### config.mk
export PLATFORM = sky130hd
export DESIGN_NAME = mem_rqst_issue
export DESIGN_NICKNAME = d
export VERILOG_FILES = /design/src/rtl/mem_rqst_issue.sv
export SDC_FILE = /design/constraint.sdc
export NUM_CORES = 1
export LEC_CHECK = 0
export ABC_AREA = 1
export CAP_MARGIN = 10
export CORE_MARGIN = 2
export CORE_UTILIZATION = 48
export CTS_BUF_LIST = sky130_fd_sc_hd__clkbuf_8
export DETAILED_ROUTE_END_ITERATION = 8
export GPL_TIMING_DRIVEN = 0
export PLACE_DENSITY = 0.78
export SETUP_SLACK_MARGIN = 0.4
export SYNTH_ARGS = -nofsm -noshare
export SYNTH_HDL_FRONTEND = slang
export SYNTH_SLANG_ARGS = --single-unit
### constraint.sdc
create_clock -name clk -period 2.52 [get_ports clk]
set_input_delay 0.378 -clock clk [delete_from_list [all_inputs] [get_ports clk]]
set_output_delay 0.378 -clock clk [all_outputs]
set_load 0.05 [all_outputs]
### src/rtl/mem_rqst_issue.sv
// mem_rqst_issue: request issue stage in front of memory_controller.
// Buffers core read/write requests in a DEPTH-entry FIFO, issues them as
// single-cycle wr_en/rd_en pulses under a MAX_OUT outstanding-credit limit,
// and forwards controller acks back to the core as one-cycle responses.
// Optional feature macro: MEM_RQST_HAZARD_EN (read-after-write address
// stall against a table of issued, unacked writes).
module mem_rqst_issue #(
    parameter int DEPTH   = 4,
    parameter int MAX_OUT = 8
) (
    input  logic        clk,
    input  logic        rst_n,
    input  logic        in_valid,
    output logic        in_ready,
    input  logic        in_we,
    input  logic [15:0] in_addr,
    input  logic [15:0] in_data,
    output logic [15:0] wr_address,
    output logic [15:0] wr_data,
    output logic        wr_en,
    output logic [15:0] rd_address,
    output logic        rd_en,
    input  logic [15:0] wr_ret_address,
    input  logic        wr_ret_ack,
    input  logic [15:0] rd_ret_address,
    input  logic [15:0] rd_ret_data,
    input  logic        rd_ret_ack,
    output logic        resp_wr_valid,
    output logic [15:0] resp_wr_addr,
    output logic        resp_rd_valid,
    output logic [15:0] resp_rd_addr,
    output logic [15:0] resp_rd_data,
    output logic [3:0]  out_cnt,
    output logic        err
);
    localparam int AW = $clog2(DEPTH);

    // FIFO storage and pointers
    logic [DEPTH-1:0]        we_mem;
    logic [DEPTH-1:0][15:0]  addr_mem, data_mem;
    logic [AW-1:0]           wptr_q, rptr_q;
    logic [AW:0]             fcnt_q;

    logic        push, issue, haz_stall, under;
    logic        head_we;
    logic [15:0] head_addr, head_data;
    logic [4:0]  cnt_eff;
    logic [3:0]  out_cnt_d;
    logic        err_d;

    logic        wr_en_q, rd_en_q, resp_wr_valid_q, resp_rd_valid_q, err_q;
    logic [15:0] wr_address_q, wr_data_q, rd_address_q;
    logic [15:0] resp_wr_addr_q, resp_rd_addr_q, resp_rd_data_q;
    logic [3:0]  out_cnt_q;

    assign in_ready  = (fcnt_q != (AW+1)'(DEPTH));
    assign push      = in_valid & in_ready;
    assign head_we   = we_mem[rptr_q];
    assign head_addr = addr_mem[rptr_q];
    assign head_data = data_mem[rptr_q];
    assign issue     = (fcnt_q != '0) & (out_cnt_q < 4'(MAX_OUT)) & ~haz_stall;

`ifdef MEM_RQST_HAZARD_EN
    logic [MAX_OUT-1:0]       tv_q, clr, alloc;
    logic [MAX_OUT-1:0][15:0] ta_q;
    logic                     wr_issue, found_c, found_a;

    // A write heading out is never stalled, so allocation can ignore haz_stall
    assign wr_issue = (fcnt_q != '0) & (out_cnt_q < 4'(MAX_OUT)) & head_we;

    // Head read stalls while any unacked write targets the same address
    always_comb begin
        haz_stall = 1'b0;
        for (int i = 0; i < MAX_OUT; i++)
            if (tv_q[i] && ta_q[i] == head_addr && !head_we) haz_stall = 1'b1;
    end

    // Ack clears lowest matching entry; new write takes lowest free entry
    always_comb begin
        clr     = '0;
        alloc   = '0;
        found_c = 1'b0;
        found_a = 1'b0;
        for (int i = 0; i < MAX_OUT; i++) begin
            if (!found_c && wr_ret_ack && tv_q[i] && ta_q[i] == wr_ret_address) begin
                clr[i]  = 1'b1;
                found_c = 1'b1;
            end
            if (!found_a && wr_issue && !tv_q[i]) begin
                alloc[i] = 1'b1;
                found_a  = 1'b1;
            end
        end
    end

    // Hazard table state
    always_ff @(posedge clk or negedge rst_n) begin
        if (!rst_n) begin
            tv_q <= '0;
            ta_q <= '0;
        end else begin
            tv_q <= (tv_q & ~clr) | alloc;
            for (int i = 0; i < MAX_OUT; i++)
                if (alloc[i]) ta_q[i] <= head_addr;
        end
    end
`else
    assign haz_stall = 1'b0;
`endif

    // Outstanding count: acks that would drive the count negative are dropped
    always_comb begin
        cnt_eff = {1'b0, out_cnt_q} + {4'd0, issue};
        under   = 1'b0;
        if (wr_ret_ack) begin
            if (cnt_eff != '0) cnt_eff = cnt_eff - 5'd1;
            else               under   = 1'b1;
        end
        if (rd_ret_ack) begin
            if (cnt_eff != '0) cnt_eff = cnt_eff - 5'd1;
            else               under   = 1'b1;
        end
        out_cnt_d = cnt_eff[3:0];
        err_d     = err_q | under;
    end

    // FIFO payload write; entries beyond the pointers are don't-care after reset
    always_ff @(posedge clk) begin
        if (push) begin
            we_mem[wptr_q]   <= in_we;
            addr_mem[wptr_q] <= in_addr;
            data_mem[wptr_q] <= in_data;
        end
    end

    // FIFO pointers and occupancy
    always_ff @(posedge clk or negedge rst_n) begin
        if (!rst_n) begin
            wptr_q <= '0;
            rptr_q <= '0;
            fcnt_q <= '0;
        end else begin
            if (push)  wptr_q <= wptr_q + 1'b1;
            if (issue) rptr_q <= rptr_q + 1'b1;
            fcnt_q <= fcnt_q + (AW+1)'(push) - (AW+1)'(issue);
        end
    end

    // Issue, credit and response registers
    always_ff @(posedge clk or negedge rst_n) begin
        if (!rst_n) begin
            wr_en_q         <= 1'b0;
            rd_en_q         <= 1'b0;
            wr_address_q    <= '0;
            wr_data_q       <= '0;
            rd_address_q    <= '0;
            out_cnt_q       <= '0;
            err_q           <= 1'b0;
            resp_wr_valid_q <= 1'b0;
            resp_wr_addr_q  <= '0;
            resp_rd_valid_q <= 1'b0;
            resp_rd_addr_q  <= '0;
            resp_rd_data_q  <= '0;
        end else begin
            wr_en_q <= issue & head_we;
            rd_en_q <= issue & ~head_we;
            if (issue && head_we) begin
                wr_address_q <= head_addr;
                wr_data_q    <= head_data;
            end
            if (issue && !head_we) rd_address_q <= head_addr;
            out_cnt_q       <= out_cnt_d;
            err_q           <= err_d;
            resp_wr_valid_q <= wr_ret_ack;
            if (wr_ret_ack) resp_wr_addr_q <= wr_ret_address;
            resp_rd_valid_q <= rd_ret_ack;
            if (rd_ret_ack) begin
                resp_rd_addr_q <= rd_ret_address;
                resp_rd_data_q <= rd_ret_data;
            end
        end
    end

    assign wr_en         = wr_en_q;
    assign rd_en         = rd_en_q;
    assign wr_address    = wr_address_q;
    assign wr_data       = wr_data_q;
    assign rd_address    = rd_address_q;
    assign out_cnt       = out_cnt_q;
    assign err           = err_q;
    assign resp_wr_valid = resp_wr_valid_q;
    assign resp_wr_addr  = resp_wr_addr_q;
    assign resp_rd_valid = resp_rd_valid_q;
    assign resp_rd_addr  = resp_rd_addr_q;
    assign resp_rd_data  = resp_rd_data_q;
endmodule

==> results of run 1 <==
[cells in the mapped netlist (2+ instances only)]
library cell / count / share of area
nand3b_1: 2 / 0.0016
nand2_2: 2 / 0.0013
a31oi_1: 16 / 0.011
nor2_2: 2 / 0.0013
clkbuf_1: 19 / 0.0075
nand4_1: 3 / 0.0020
o21ai_0: 64 / 0.034
o22ai_1: 16 / 0.011
xnor2_1: 4 / 0.0037
mux2_4: 9 / 0.014
xor2_1: 3 / 0.0028
mux2_2: 23 / 0.027
nand3_1: 12 / 0.0063
a21oi_1: 2 / 0.0011
nand2_1: 170 / 0.067
buf_2: 14 / 0.0074
buf_4: 2 / 0.0016
dfrtp_1: 112 / 0.30
inv_1: 19 / 0.0075
ha_1: 10 / 0.013
edfxtp_1: 132 / 0.42
inv_2: 6 / 0.0024
nor2_1: 124 / 0.049
[per-layer routing]
metal	share of wire	global-route usage
met3	0.066	0.0391
met5	0	0
met4	0.033	0.0996
met2	0.51	0.346
met1	0.39	0.254
[through the flow]
| step | area (µm²) | instances | total power, W | hold slack [ns] | setup slack, ns |
|---|---|---|---|---|---|
| after floorplan | 9580 | 775 | 0.0108 | 0.0824 | 0.197 |
| after global placement | 11800 | 1231 | 0.0130 | 0.453 | -3.79 |
| after detailed placement | 11900 | 1232 | 0.0131 | 0.375 | -0.0381 |
| after CTS | 12800 | 1320 | 0.0167 | 0.337 | 0.322 |
| after global routing | 12900 | 1328 | 0.0177 | 0.355 | 0.108 |
| final | 12900 | 1328 | 0.0168 | 0.351 | 0.250 |
[sequential cells by signal (all words and copies together), names as in the netlist, 2 cells and up]
name and cells:
addr_mem 64, data_mem 64, rd_address 16, resp_rd_addr 16
resp_rd_data 16, resp_wr_addr 16, wr_address 16, wr_data 16
out_cnt 4, we_mem 4, fcnt_q 3, rptr_q 2
wptr_q 2
[worst paths after layout]
kind                                                 start                           to  slack [ns]  cells past startpoint
worst max-delay path                   fcnt_q[1]$_DFF_PN0_         out_cnt[3]$_DFF_PN0_        0.25                     13
worst min-delay path                                 rst_n       wr_data[4]$_DFFE_PN0P_        0.35                      2
worst max register to register         fcnt_q[1]$_DFF_PN0_         out_cnt[3]$_DFF_PN0_        0.25                     13
worst min register to register  wr_address[14]$_DFFE_PN0P_   wr_address[14]$_DFFE_PN0P_        0.47                      2
max in group asynchronous                            rst_n  resp_wr_addr[9]$_DFFE_PN0P_        1.48                      3
min in group clk                                wr_ret_ack      resp_wr_valid$_DFF_PN0_        0.37                      1
[kinds of logic after synthesis]
logic type                 after synthesis
AOI/OAI and AO/OA                      101
xor gates and xnor gates                 8
adders and majority gates               11
buffers and inverters                   62
DFF                                    244
muxes                                   32
and+or+nand+nor                        317
[power by group through the flow]
| stage | clock network [W] | logic, W | registers, W |
|---|---|---|---|
| finish | 0.00317 | 0.00785 | 0.00575 |
| global route | 0.00340 | 0.00848 | 0.00583 |
| CTS | 0.00325 | 0.00768 | 0.00575 |
| detailed placement | 0 | 0.00731 | 0.00584 |
| global placement | 0 | 0.00715 | 0.00582 |
| floorplan | 0 | 0.00330 | 0.00749 |
[worst register-to-register path, cell delays in order (launching register included)]
cell and delay (ns):
dfrtp_1 0.39, inv_2 0.08, a31oi_4 0.11, ha_4 0.19
ha_4 0.28, inv_4 0.04, ha_4 0.25, nand3_2 0.11
nand2_4 0.11, ha_4 0.13, o21a_1 0.15, nand4_1 0.16
nand2_1 0.12, nor2_1 0.04
[area by class of cell]
class / instances / area (µm²)
buffer: 37 / 175
timing repair buffer: 212 / 2140
inverter: 25 / 96.3
clock inverter: 23 / 100
tap: 265 / 332
clock buffer: 47 / 647
fill: 1424 / 6490
multi-input combinational: 473 / 2640
sequential: 244 / 6770
antenna: 2 / 5.00
[what timing repair did]
action	CTS	global route
resized for setup	29	39
hold buffers	1	0
endpoints found under the hold margin	54	0
endpoints found under the setup margin	23	154
pin swaps	9	10
setup buffers	17	2
gates cloned	0	4
==> results.py, run 1 <==
metrics = {
    "global_route": {
        "grt_pass1_vias": 6491,
        "grt_overflow": 0,
        "grt_first_pass_wirelength_um": 32700,
        "track_usage": 0.205,
        "grt_max_degree": 59,
        "antenna_found_initial": 2,
    },
    "timing": {
        "rsz0062_at_grt": "true",
        "setup-tns-final_ns": 0,
        "clock_skew_ns": 0.0208,
        "fmax_mhz": 441,
        "drv_slew": 0,
        "period_share": 0.901,
        "hold_viol_final": 0,
        "setup_violations": 0,
        "period_minus_slack_ns": 2.27,
        "worstMarginPinSlew_ns": 0.993,
        "relSlewSlack": 0.338,
    },
    "synth": {
        "synthAdderAreaFrac": 0.0153,
        "synth-edff-count": 132,
        "yosysWarnings": 0,
        "synth_ff_type": "edfxtp_1",
        "ys_ff_latch": 244,
        "syn_area_um2": 9470,
        "synthMuxAreaShare": 0.0416,
        "synthXorXnorAreaFrac": 0.00819,
        "synthCells": 775,
        "synth_nets": 872,
        "ys_types": 32,
        "syn_area_per_cell_um2": 12.2,
        "synth-compound-area-share": 0.0608,
        "synth-simple-area-share": 0.131,
        "synth_top_family_by_area": "simple AND/OR/NAND/NOR gates",
        "ys_seq_area_frac": 0.714,
        "synth-async-reset-ratio": 0.459,
    },
    "floorplanning": {
        "io_pins": 192,
        "die-area_um2": 20900,
        "core_area_um2": 19400,
        "rows": 51,
        "floorplan.initialDensity": 0.488,
        "die_h_um": 144,
        "die_w_um": 144,
    },
    "pwr": {
        "combPwrFrac": 0.468,
        "ir_worst_vdd_uv": 651,
        "power_leakage_nw": 5.52,
        "sequentialPowerShare": 0.343,
        "p_int_w": 0.00976,
        "swShare": 0.418,
        "p_switching_w": 0.00701,
        "powerDensity_nw_per_um2": 1300,
        "pwr-share-clk": 0.189,
    },
    "critical_path": {
        "slowest_delay_ns": 0.39,
        "cpMaxStageDelayCell": "dfrtp_1",
        "end_kind": "flip-flop",
        "crit_required_ns": 2.93,
        "crit_top_cell": "ha_4",
        "path_delay_family": "adder cells",
        "start_kind": "flip-flop",
        "cp_cell_sequence": "inv_2 -> a31oi_4 -> ha_4 -> ha_4 -> inv_4 -> ha_4 -> nand3_2 -> nand2_4 -> ha_4 -> o21a_1 -> nand4_1 -> nand2_1 -> nor2_1",
        "path_max_fanout": 3,
        "cp.buffers_inverters": 2,
        "path_class": "flip-flop to flip-flop",
        "arrival_ns": 2.68,
    },
    "run": {
        "maxCapViolations": 0,
    },
    "drt": {
        "firstDrtPassIters": 5,
        "wire_per_inst_um": 16.7,
        "drtIter0Drc": 437,
        "avgViaCountPerCell": 5.05,
        "drtAntennaViolNets": 0,
        "drt_wl_total_um": 22200,
        "vias": 6712,
        "drc_errors": 0,
    },
    "cts": {
        "cts_buffer_depth": 3,
        "cts_inserted_buffers": 39,
        "clock_latency_ns": 0.54,
        "cts_tree": "built",
        "clkSlewWorstSetupHoldPaths_ns": 0.05,
        "htree_levels": 2,
        "clock_sinks": 244,
        "clockRootBuffer": "clkbuf_8",
    },
    "placement": {
        "gp_congestion": 0.788,
        "portBuffers": 191,
        "dp_hpwl_um": 13900,
    },
    "final_layout": {
        "fin_nets": 1129,
        "areaGrowthSynthToFinish_pct": 36.3,
        "final_cell_mix": "163 x nand2_1, 141 x clkdlybuf4s50_1, 132 x edfxtp_1",
        "final_util": 0.666,
        "final_common_cell": "nand2_1",
        "drive_above_1_share": 0.156,
    },
    "status": {
        "outcome": "finished, final reports clean",
    },
    "hold_path": {
        "hold_path.class": "input pin to asynchronous set/reset pin",
    },
}
Power figures use the tool's default switching activity.
==> run 2, diff against run 1 <==
SLEW_MARGIN = 30   (was not set)
==> results.py, run 2 (same netlist as run 1, synthesis figures left out) <==
metrics = {
    "status": {
        "outcome": "finished, final reports clean",
    },
    "global_route": {
        "grt_max_degree": 59,
        "grt_pass1_vias": 6545,
        "grt_overflow": 0,
        "antenna_found_initial": 1,
        "track_usage": 0.209,
        "grt_first_pass_wirelength_um": 33100,
    },
    "pwr": {
        "p_int_w": 0.0101,
        "power_leakage_nw": 5.67,
        "p_switching_w": 0.00713,
        "sequentialPowerShare": 0.334,
        "swShare": 0.415,
        "combPwrFrac": 0.470,
        "ir_worst_vdd_uv": 606,
        "p_total_w": 0.0172,
        "pwr-share-clk": 0.196,
        "powerDensity_nw_per_um2": 1310,
    },
    "timing": {
        "drv_slew": 0,
        "setup_violations": 0,
        "relSlewSlack": 0.574,
        "clock_skew_ns": 0.0230,
        "period_share": 0.938,
        "period_minus_slack_ns": 2.36,
        "worstMarginPinSlew_ns": 0.637,
        "hold_viol_final": 0,
        "rsz0062_at_grt": "true",
        "fin_hold_ws_ns": 0.329,
        "fmax_mhz": 423,
    },
    "cts": {
        "htree_levels": 2,
        "clockRootBuffer": "clkbuf_8",
        "cts_buffer_depth": 3,
        "cts_inserted_buffers": 40,
        "clock_latency_ns": 0.55,
        "clock_sinks": 244,
        "clkSlewWorstSetupHoldPaths_ns": 0.06,
        "cts_tree": "built",
    },
    "hold_path": {
        "hold_path.class": "input pin to asynchronous set/reset pin",
    },
    "floorplanning": {
        "rows": 51,
        "io_pins": 192,
        "floorplan.initialDensity": 0.488,
        "die-area_um2": 20900,
        "die_h_um": 144,
        "die_w_um": 144,
        "core_area_um2": 19400,
    },
    "critical_path": {
        "startpoint": "fcnt_q[0]$_DFF_PN0_",
        "ff2ff_setup_slack_ns": 0.16,
        "path_class": "flip-flop to flip-flop",
        "cp_cell_sequence": "inv_2 -> a31oi_4 -> ha_4 -> ha_4 -> inv_4 -> ha_4 -> nand4_4 -> nand2_4 -> nand2_4 -> nand2_4 -> ha_4 -> o21a_1 -> nand3_2 -> nand2_2 -> nand3_1 -> nand2_1",
        "slowest_delay_ns": 0.36,
        "arrival_ns": 2.83,
        "endpoint": "out_cnt[0]$_DFF_PN0_",
        "path_max_fanout": 3,
        "crit_top_cell": "ha_4",
        "end_kind": "flip-flop",
        "reg2reg_depth": 16,
        "cpMaxStageDelayCell": "dfrtp_1",
        "rr_startpoint": "fcnt_q[0]$_DFF_PN0_",
        "timing.rr.end": "out_cnt[0]$_DFF_PN0_",
        "start_kind": "flip-flop",
        "crit_required_ns": 2.99,
    },
    "drt": {
        "firstDrtPassIters": 5,
        "avgViaCountPerCell": 5.03,
        "drc_errors": 0,
        "wire_per_inst_um": 16.9,
        "drt_wl_total_um": 22600,
        "drtIter0Drc": 326,
        "drtAntennaViolNets": 0,
        "vias": 6722,
    },
    "run": {
        "maxCapViolations": 0,
    },
    "final_layout": {
        "largestRegisters": "addr_mem x64, data_mem x64",
        "drive_above_1_share": 0.161,
        "final_cell_mix": "163 x nand2_1, 132 x edfxtp_1, 126 x clkdlybuf4s50_1",
        "areaGrowthSynthToFinish_pct": 38.2,
        "final_common_cell": "nand2_1",
        "fin_nets": 1136,
    },
    "placement": {
        "portBuffers": 191,
        "gp_congestion": 0.788,
        "dp_hpwl_um": 14500,
    },
}
-- run 2: changes by cell type in the layout (fill, tap and decap cells not counted), moves of 3 or more --
cell	delta
buf_16	+4
inv_1	+9
nand2_4	+3
nor2_4	-3
buf_8	+4
dlygate4sd2_1	+17
clkdlybuf4s50_1	-15
nand2_2	-3
clkinv_1	-6
buf_4	+3
-- run 2: worst min path at each step --
stage | startpoint | slack [ns] | end
6_report | rst_n | 0.33 | wr_data[4]$_DFFE_PN0P_
5_1_grt | rst_n | 0.35 | wr_data[4]$_DFFE_PN0P_
4_1_cts | rst_n | 0.32 | wr_data[4]$_DFFE_PN0P_
3_5_place_dp | rst_n | 0.32 | wr_data[4]$_DFFE_PN0P_
3_3_place_gp | resp_rd_addr[6]$_DFFE_PN0P_ | 0.45 | resp_rd_addr[6]$_DFFE_PN0P_
2_1_floorplan | rst_n | 0.08 | err$_DFF_PN0_
-- run 2: critical path, delay by kind of cell, from the launching register on --
family / cells / cell delay [ns]
buffers and inverters: 2 / 0.12
adder cells (fa/ha/maj): 4 / 0.66
flip-flops: 1 / 0.36
AND/OR/NAND/NOR: 8 / 0.77
AO/OA/AOI/OAI: 2 / 0.39
-- run 2: final cells by class --
| cell class | instances | area (µm²) |
|---|---|---|
| Clock inverter | 28 | 176 |
| Buffer | 37 | 175 |
| Antenna cell | 1 | 2.50 |
| Sequential cell | 244 | 6770 |
| Multi-Input combinational cell | 469 | 2620 |
| Tap cell | 265 | 332 |
| Inverter | 25 | 100 |
| Timing Repair Buffer | 222 | 2300 |
| Fill cell | 1344 | 6310 |
| Clock buffer | 45 | 619 |
-- run 2: repair_timing --
action                                 CTS  global route
buffers inserted                        18             4
hold buffers                             1             0
setup endpoints to repair               40            35
resized for setup                       46            38
endpoints found under the hold margin   54             0
pin swaps                                8             7
-- run 2: per-stage QoR --
step,std cells,setup slack [ns],area (µm²),TNS (ns),utilization
3_3_place_gp,1231,-3.79,11800,-375.99,0.609
6_report,1336,0.156,13100,0,0.675
2_1_floorplan,775,0.197,9580,0,-
5_1_grt,1336,0.0555,13100,0,0.675
3_5_place_dp,1239,-0.0508,12000,-0.153,0.619
4_1_cts,1331,0.309,13000,0,0.668
-- run 2: metal layers --
layer / routed length [µm] / part of all wire / track usage
met4: 824 / 0.037 / 0.113
met1: 9000 / 0.40 / 0.255
met5: 0 / 0 / 0
met2: 11500 / 0.51 / 0.354
met3: 1290 / 0.057 / 0.0384
-- run 2: power groups by stage --
stage                     Combinational [W]  Sequential, W  Clock (W)
after floorplan                     0.00330        0.00749          0
after global placement              0.00715        0.00582          0
after detailed placement            0.00748        0.00582          0
after CTS                           0.00783        0.00574    0.00345
after global routing                0.00867        0.00583    0.00359
final                               0.00809        0.00574    0.00337
